`config.mk`:
```
export PLATFORM = sky130hd
export DESIGN_NAME = cpu_operand_fetch
export DESIGN_NICKNAME = d
export VERILOG_FILES = /design/src/rtl/cpu_operand_fetch_pkg.sv /design/src/rtl/cpu_opfetch_bypass.sv /design/src/rtl/cpu_operand_fetch.sv
export SDC_FILE = /design/constraint.sdc
export NUM_CORES = 1
export LEC_CHECK = 0
export BUFFER_PORTS_ARGS = -buffer_cell sky130_fd_sc_hd__buf_2
export CAP_MARGIN = 30
export CELL_PAD_IN_SITES_DETAIL_PLACEMENT = 1
export CELL_PAD_IN_SITES_GLOBAL_PLACEMENT = 2
export CORE_UTILIZATION = 27
export DETAILED_ROUTE_END_ITERATION = 7
export HOLD_SLACK_MARGIN = 0.02
export MAX_ROUTING_LAYER = met4
export PLACE_DENSITY = 0.87
export RECOVER_POWER = 50
export SYNTH_ARGS = -nofsm -noshare
export SYNTH_HDL_FRONTEND = slang
export SYNTH_SLANG_ARGS = --single-unit
```
`constraint.sdc`:
```
create_clock -name i_clk -period 2.7 [get_ports i_clk]
set_clock_uncertainty 0.15 [all_clocks]
set_input_delay 0.135 -clock i_clk [delete_from_list [all_inputs] [get_ports i_clk]]
set_output_delay 0.135 -clock i_clk [all_outputs]
set_load 0.01 [all_outputs]
```
`src/rtl/cpu_operand_fetch_pkg.sv`:
```
// Shared types and constants for the operand-fetch block: FSM states,
// datapath widths and the effective-address helper for the half regfile.
package cpu_operand_fetch_pkg;

  localparam int XLEN       = 32;
  localparam int REG_ADDR_W = 5;

  localparam logic [REG_ADDR_W-1:0] REG_ZERO = 5'd0;

  typedef enum logic [1:0] {
    IDLE = 2'd0,
    CAP1 = 2'd1,
    CAP2 = 2'd2,
    RSP  = 2'd3
  } opf_state_e;

  // The 16-register build reads with the low four address bits only.
  function automatic logic [REG_ADDR_W-1:0] eff_addr(
    input logic [REG_ADDR_W-1:0] addr,
    input logic                  half
  );
    return half ? {1'b0, addr[REG_ADDR_W-2:0]} : addr;
  endfunction

endpackage

```
`src/rtl/cpu_opfetch_bypass.sv`:
```
// Writeback snoop for one operand: flags an address match against the
// writeback port and substitutes the written value for the current one.
module cpu_opfetch_bypass
  import cpu_operand_fetch_pkg::*;
(
  input  logic [REG_ADDR_W-1:0] addr,
  input  logic                  wb_en,
  input  logic [REG_ADDR_W-1:0] wb_addr,
  input  logic [XLEN-1:0]       wb_data,
  input  logic [XLEN-1:0]       cur_data,
  output logic                  hit,
  output logic [XLEN-1:0]       data
);

  assign hit  = wb_en && (wb_addr != REG_ZERO) && (wb_addr == addr);
  assign data = hit ? wb_data : cur_data;

endmodule

```
`src/rtl/cpu_operand_fetch.sv`:
```
// Operand fetch: sequences rs1/rs2 reads through a single registered regfile
// read port. Define CPU_OPFETCH_BYPASS_EN to snoop writeback into held operands.
module cpu_operand_fetch
  import cpu_operand_fetch_pkg::*;
#(
  parameter bit P_HALF_REGFILE = 1'b0
) (
  input  logic                  i_clk,
  input  logic                  i_rst_n,
  input  logic                  i_flush,
  input  logic                  i_req_valid,
  output logic                  o_req_ready,
  input  logic [REG_ADDR_W-1:0] i_rs1_addr,
  input  logic [REG_ADDR_W-1:0] i_rs2_addr,
  input  logic                  i_use_rs2,
  output logic                  o_rsp_valid,
  input  logic                  i_rsp_ready,
  output logic [XLEN-1:0]       o_rs1_data,
  output logic [XLEN-1:0]       o_rs2_data,
  output logic                  o_rsp_oob,
  output logic [REG_ADDR_W-1:0] o_rf_rd_addr,
  input  logic [XLEN-1:0]       i_rf_rd_data,
  input  logic                  i_rf_busy,
  input  logic                  i_wb_en,
  input  logic [REG_ADDR_W-1:0] i_wb_addr,
  input  logic [XLEN-1:0]       i_wb_data
);

  opf_state_e            state_q, state_d;
  logic [REG_ADDR_W-1:0] rs1_addr_q, rs2_addr_q;
  logic                  use_rs2_q, oob_q;
  logic [XLEN-1:0]       rs1_data_q, rs2_data_q;
  // Writeback seen in the address-issue cycle, applied at capture.
  logic                  pend1_q, pend2_q;
  logic [XLEN-1:0]       pend1_data_q, pend2_data_q;

  logic [REG_ADDR_W-1:0] rs1_eff, rs2_eff, byp1_addr;
  logic                  accept, oob_d;
  logic [XLEN-1:0]       cand1, cand2;
  logic                  byp1_hit, byp2_hit;
  logic [XLEN-1:0]       byp1_data, byp2_data;

  assign rs1_eff = eff_addr(i_rs1_addr, P_HALF_REGFILE);
  assign rs2_eff = eff_addr(i_rs2_addr, P_HALF_REGFILE);
  assign oob_d   = P_HALF_REGFILE &&
                   (i_rs1_addr[REG_ADDR_W-1] || (i_use_rs2 && i_rs2_addr[REG_ADDR_W-1]));

  assign o_req_ready  = i_rst_n && (state_q == IDLE) && !i_rf_busy && !i_flush;
  assign accept       = i_req_valid && o_req_ready;
  assign o_rsp_valid  = (state_q == RSP) && !i_flush;
  assign o_rs1_data   = rs1_data_q;
  assign o_rs2_data   = rs2_data_q;
  assign o_rsp_oob    = oob_q;
  assign o_rf_rd_addr = (state_q == IDLE) ? rs1_eff : rs2_addr_q;

  // Candidate operand value before any writeback substitution.
  assign byp1_addr = (state_q == IDLE) ? rs1_eff : rs1_addr_q;
  assign cand1     = (state_q == CAP1) ? (pend1_q ? pend1_data_q : i_rf_rd_data) : rs1_data_q;
  assign cand2     = (state_q == CAP2) ? (pend2_q ? pend2_data_q : i_rf_rd_data) : rs2_data_q;

`ifdef CPU_OPFETCH_BYPASS_EN
  cpu_opfetch_bypass u_byp_rs1 (
    .addr     (byp1_addr),
    .wb_en    (i_wb_en),
    .wb_addr  (i_wb_addr),
    .wb_data  (i_wb_data),
    .cur_data (cand1),
    .hit      (byp1_hit),
    .data     (byp1_data)
  );

  cpu_opfetch_bypass u_byp_rs2 (
    .addr     (rs2_addr_q),
    .wb_en    (i_wb_en),
    .wb_addr  (i_wb_addr),
    .wb_data  (i_wb_data),
    .cur_data (cand2),
    .hit      (byp2_hit),
    .data     (byp2_data)
  );
`else
  logic unused_snoop;
  assign unused_snoop = ^{i_wb_en, i_wb_addr, byp1_addr};
  assign byp1_hit     = 1'b0;
  assign byp2_hit     = 1'b0;
  assign byp1_data    = cand1;
  assign byp2_data    = cand2;
`endif

  // NOTE: every output of a combinational block gets a default first, so no
  // path through the case can leave it unassigned and infer a latch.
  always_comb begin
    state_d = state_q;
    case (state_q)
      IDLE:    if (accept) state_d = CAP1;
      CAP1:    state_d = use_rs2_q ? CAP2 : RSP;
      CAP2:    state_d = RSP;
      RSP:     if (i_rsp_ready) state_d = IDLE;
      default: state_d = IDLE;
    endcase
    if (i_flush) state_d = IDLE;
  end

  // NOTE: clocked state uses non-blocking assignments so every register
  // samples pre-edge values regardless of statement order.
  always_ff @(posedge i_clk or negedge i_rst_n) begin
    if (!i_rst_n) state_q <= IDLE;
    else          state_q <= state_d;
  end

  always_ff @(posedge i_clk or negedge i_rst_n) begin
    if (!i_rst_n) begin
      rs1_addr_q   <= REG_ZERO;
      rs2_addr_q   <= REG_ZERO;
      use_rs2_q    <= 1'b0;
      oob_q        <= 1'b0;
      rs1_data_q   <= '0;
      rs2_data_q   <= '0;
      pend1_q      <= 1'b0;
      pend2_q      <= 1'b0;
      pend1_data_q <= '0;
      pend2_data_q <= '0;
    end else begin
      case (state_q)
        IDLE: begin
          if (accept) begin
            rs1_addr_q   <= rs1_eff;
            rs2_addr_q   <= rs2_eff;
            use_rs2_q    <= i_use_rs2;
            oob_q        <= oob_d;
            pend1_q      <= byp1_hit;
            pend1_data_q <= i_wb_data;
          end
        end
        CAP1: begin
          rs1_data_q   <= (rs1_addr_q == REG_ZERO) ? '0 : byp1_data;
          rs2_data_q   <= '0;
          pend2_q      <= use_rs2_q && byp2_hit;
          pend2_data_q <= i_wb_data;
        end
        CAP2: begin
          rs1_data_q <= byp1_data;
          rs2_data_q <= (rs2_addr_q == REG_ZERO) ? '0 : byp2_data;
        end
        RSP: begin
          rs1_data_q <= byp1_data;
          if (use_rs2_q) rs2_data_q <= byp2_data;
        end
        default: ;
      endcase
    end
  end

endmodule
```
==> results.json <==
{
  "grt-ovfl-total": 0,
  "dr.pass1.iters": 4,
  "die_y_um": 116.6,
  "report.final.hold_viol_count": 0,
  "grt_pass1_wl_mm": 17.21,
  "synth_area_leaders": "dfrtp_1, a21oi_1, or3b_2",
  "yosysTopAreaCellShare_pct": 54.38,
  "cts-htree-levels": 3,
  "path_class": "reg -> reg",
  "insertedDiodeCount": 0,
  "grt_max_degree": 65,
  "wl_per_cell_um": 15.89,
  "min_period_ns": 2.483,
  "cts_root_buffer": "clkbuf_16",
  "gr-usage-met2_pct": 28.56,
  "post_cts_buffers": 0,
  "final_nets": 596,
  "max_freq_mhz": 402.8,
  "grt_usage_pct": 17.27,
  "drc": 0,
  "critical_path_buf_inv_count": 2,
  "power_mw": 3.864,
  "ctsResizeCount": 0,
  "vias": 3171,
  "dp.cells": 622,
  "max-clock-path-buffers": 2,
  "arrival_ns": 2.53,
  "grt_busiest_layer": "met2",
  "drive_above_1_share_pct": 26.08,
  "synth-seq-area-share_pct": 54.38,
  "synth_area_leader_cell": "dfrtp_1",
  "postLayoutCellArea_um2": 4994,
  "cp_max_fo": 22,
  "grtUsageMet1_pct": 20.98,
  "syn_area_um2": 3543,
  "p_leak_nw": 2.180,
  "outcome": "completed",
  "chipWidth_um": 116.6,
  "cp_top_family": "simple AND/OR/NAND/NOR gates",
  "cp.required_ns": 2.75,
  "die_area_um2": 13590,
  "register_area_um2": 1927,
  "drtIter0Drc": 112,
  "synth_cell_types": 33,
  "worst_hold_slack_ns": 0.04177,
  "syn-num-nets": 441,
  "setup_viol": 0,
  "final_cell_mix": "dfrtp_1, clkbuf_1, nand2_1, a21oi_1, buf_2",
  "yosys_warnings": 0,
  "peakVddDrop_mv": 0.2618,
  "cp.depth": 6,
  "synthCells": 350,
  "fin_cells": 682,
  "place_hpwl_mm": 7.091,
  "cts.clk_slew.worst_paths_ns": 0.06,
  "gp_congestion": 0.7290,
  "grt_pass1_vias": 3341,
  "crit_chain": "inv_1 > ha_1 > or4_4 > o41ai_4 > buf_4 > a21oi_1",
  "rsz0062_at_grt": "false",
  "antenna_found_initial": 0,
  "cts-buffers-inserted": 9,
  "multi_input_area_um2": 1475,
  "ff2ff_path_depth": 6,
  "reg2reg_slack_ns": 0.22,
  "final_util_pct": 39.25,
  "critPathCaptureType": "register",
  "fin_crit_sh_pct": 91.95,
  "yosys_register_bits": 77,
  "rows": 41,
  "cp-start-kind": "register",
  "gr-usage-met3_pct": 3.321,
  "worstMarginPinSlew_ns": 0.8655,
  "initial_core_util_pct": 27.85,
  "area_delta_synth_final_pct": 40.93,
  "clock-sinks": 77,
  "vias_per_cell": 4.650,
  "io_buffers": 119,
  "drt_wl_total_mm": 10.84,
  "drv_cap": 0,
  "fp.coreArea_um2": 12720,
  "clk_latency_ns": 0.33,
  "slew_headroom_pct": 42.30,
  "place_area_um2": 4333,
  "cp_slowest_cell": "or4_4",
  "post-place-ws_ns": 0.1900,
  "slowest_delay_ns": 0.57,
  "power_density_nw_per_um2": 773.8,
  "syn_area_per_cell_um2": 10.12,
  "postRouteAntennaNets": 0,
  "cts_tree": "yes",
  "final.setup.worst_slack_ns": 0.2173,
  "slew_violations": 0,
  "hold_path_depth": 3,
  "layout_commonest_cell": "dfrtp_1",
  "fin_tns_setup_ns": 0,
  "fillers": 1515,
  "pin_count": 159,
  "hold_class": "in -> reg"
}
## logic make-up (layout without fill, tap and decap cells)
kind of cell,after synthesis,after routing,share of synthesized area [%]
flip-flops,77,77,54.38
adder cells (fa/ha/maj),4,4,1.412
AND/OR/NAND/NOR,115,115,18.71
other,1,1,0.1058
multiplexers,16,16,5.085
buffers and inverters,34,194,4.520
AO/OA/AOI/OAI,103,103,15.78
## where the power goes
group / switching [mW] / total, mW / leakage, nW / internal, mW
Sequential: 0.190 / 1.66 / 0.965 / 1.47
Clock: 0.459 / 1.32 / 0.163 / 0.857
Combinational: 0.506 / 0.883 / 1.05 / 0.378
## path summary, 6_finish.rpt
path | start | to
worst max-delay path | state_q[0] | o_rs2_data[25]
worst min-delay path | i_rf_busy | state_q[1]
worst max register to register | state_q[0] | o_rs2_data[25]
worst min register to register | rs1_addr_q[2] | rs1_addr_q[2]
max in group asynchronous | i_rst_n | rs1_addr_q[2]
min in group asynchronous | i_rst_n | o_rs1_data[1]
## sequential cells by signal (all words and copies together), names as in the netlist
signal and cells:
use_rs2_q 1, rs1_addr_q 5, rs2_addr_q 5, o_rs1_data 32, state_q 2, o_rs2_data 32
## routing by layer
| metal | vias up | routed length, um |
|---|---|---|
| li1 | 1521 | - |
| met1 | 1564 | 4939 |
| met2 | 73 | 5308 |
| met3 | 13 | 424 |
| met4 | 0 | 167 |
| met5 | - | 0 |
## synth_stat cells
cell type	count
a41oi_1	1
or3b_1	5
nand3_1	1
mux2_2	16
nor4bb_1	2
conb_1	1
nand4_1	1
ha_1	4
a21oi_2	2
a31oi_1	1
nand2_1	65
dfrtp_1	77
a21o_1	1
or3b_2	28
buf_4	1
buf_2	5
o21ai_0	32
or3_1	1
a21oi_1	63
buf_1	2
nor3_2	1
o311ai_0	1
o211ai_1	1
nor2b_1	4
or4_4	1
nand2b_1	3
clkbuf_1	19
o41ai_4	1
or4_1	1
inv_1	4
or2b_1	1
buf_6	3
and4bb_2	1
## area by class of cell
class | instances | area share [%]
flip-flops and latches | 77 | 38.59
multi-input cells | 239 | 29.54
repair buffers | 174 | 20.72
clock buffers | 12 | 5.137
well taps | 172 | 4.310
clock inverters | 4 | 1.403
inverters | 4 | 0.3007
## tightest hold or removal path, delay by kind of cell
kind	cells	cell delay [ns]
buffers and inverters	1	0.09
AO/OA/AOI/OAI	1	0.19
AND/OR/NAND/NOR	1	0.07
## timing repair
item                       4_1_cts  5_1_grt
hold buffers                    44        0
hold endpoints to repair        88        0
setup endpoints to repair        0        0
(Power assumes the default switching activity.)
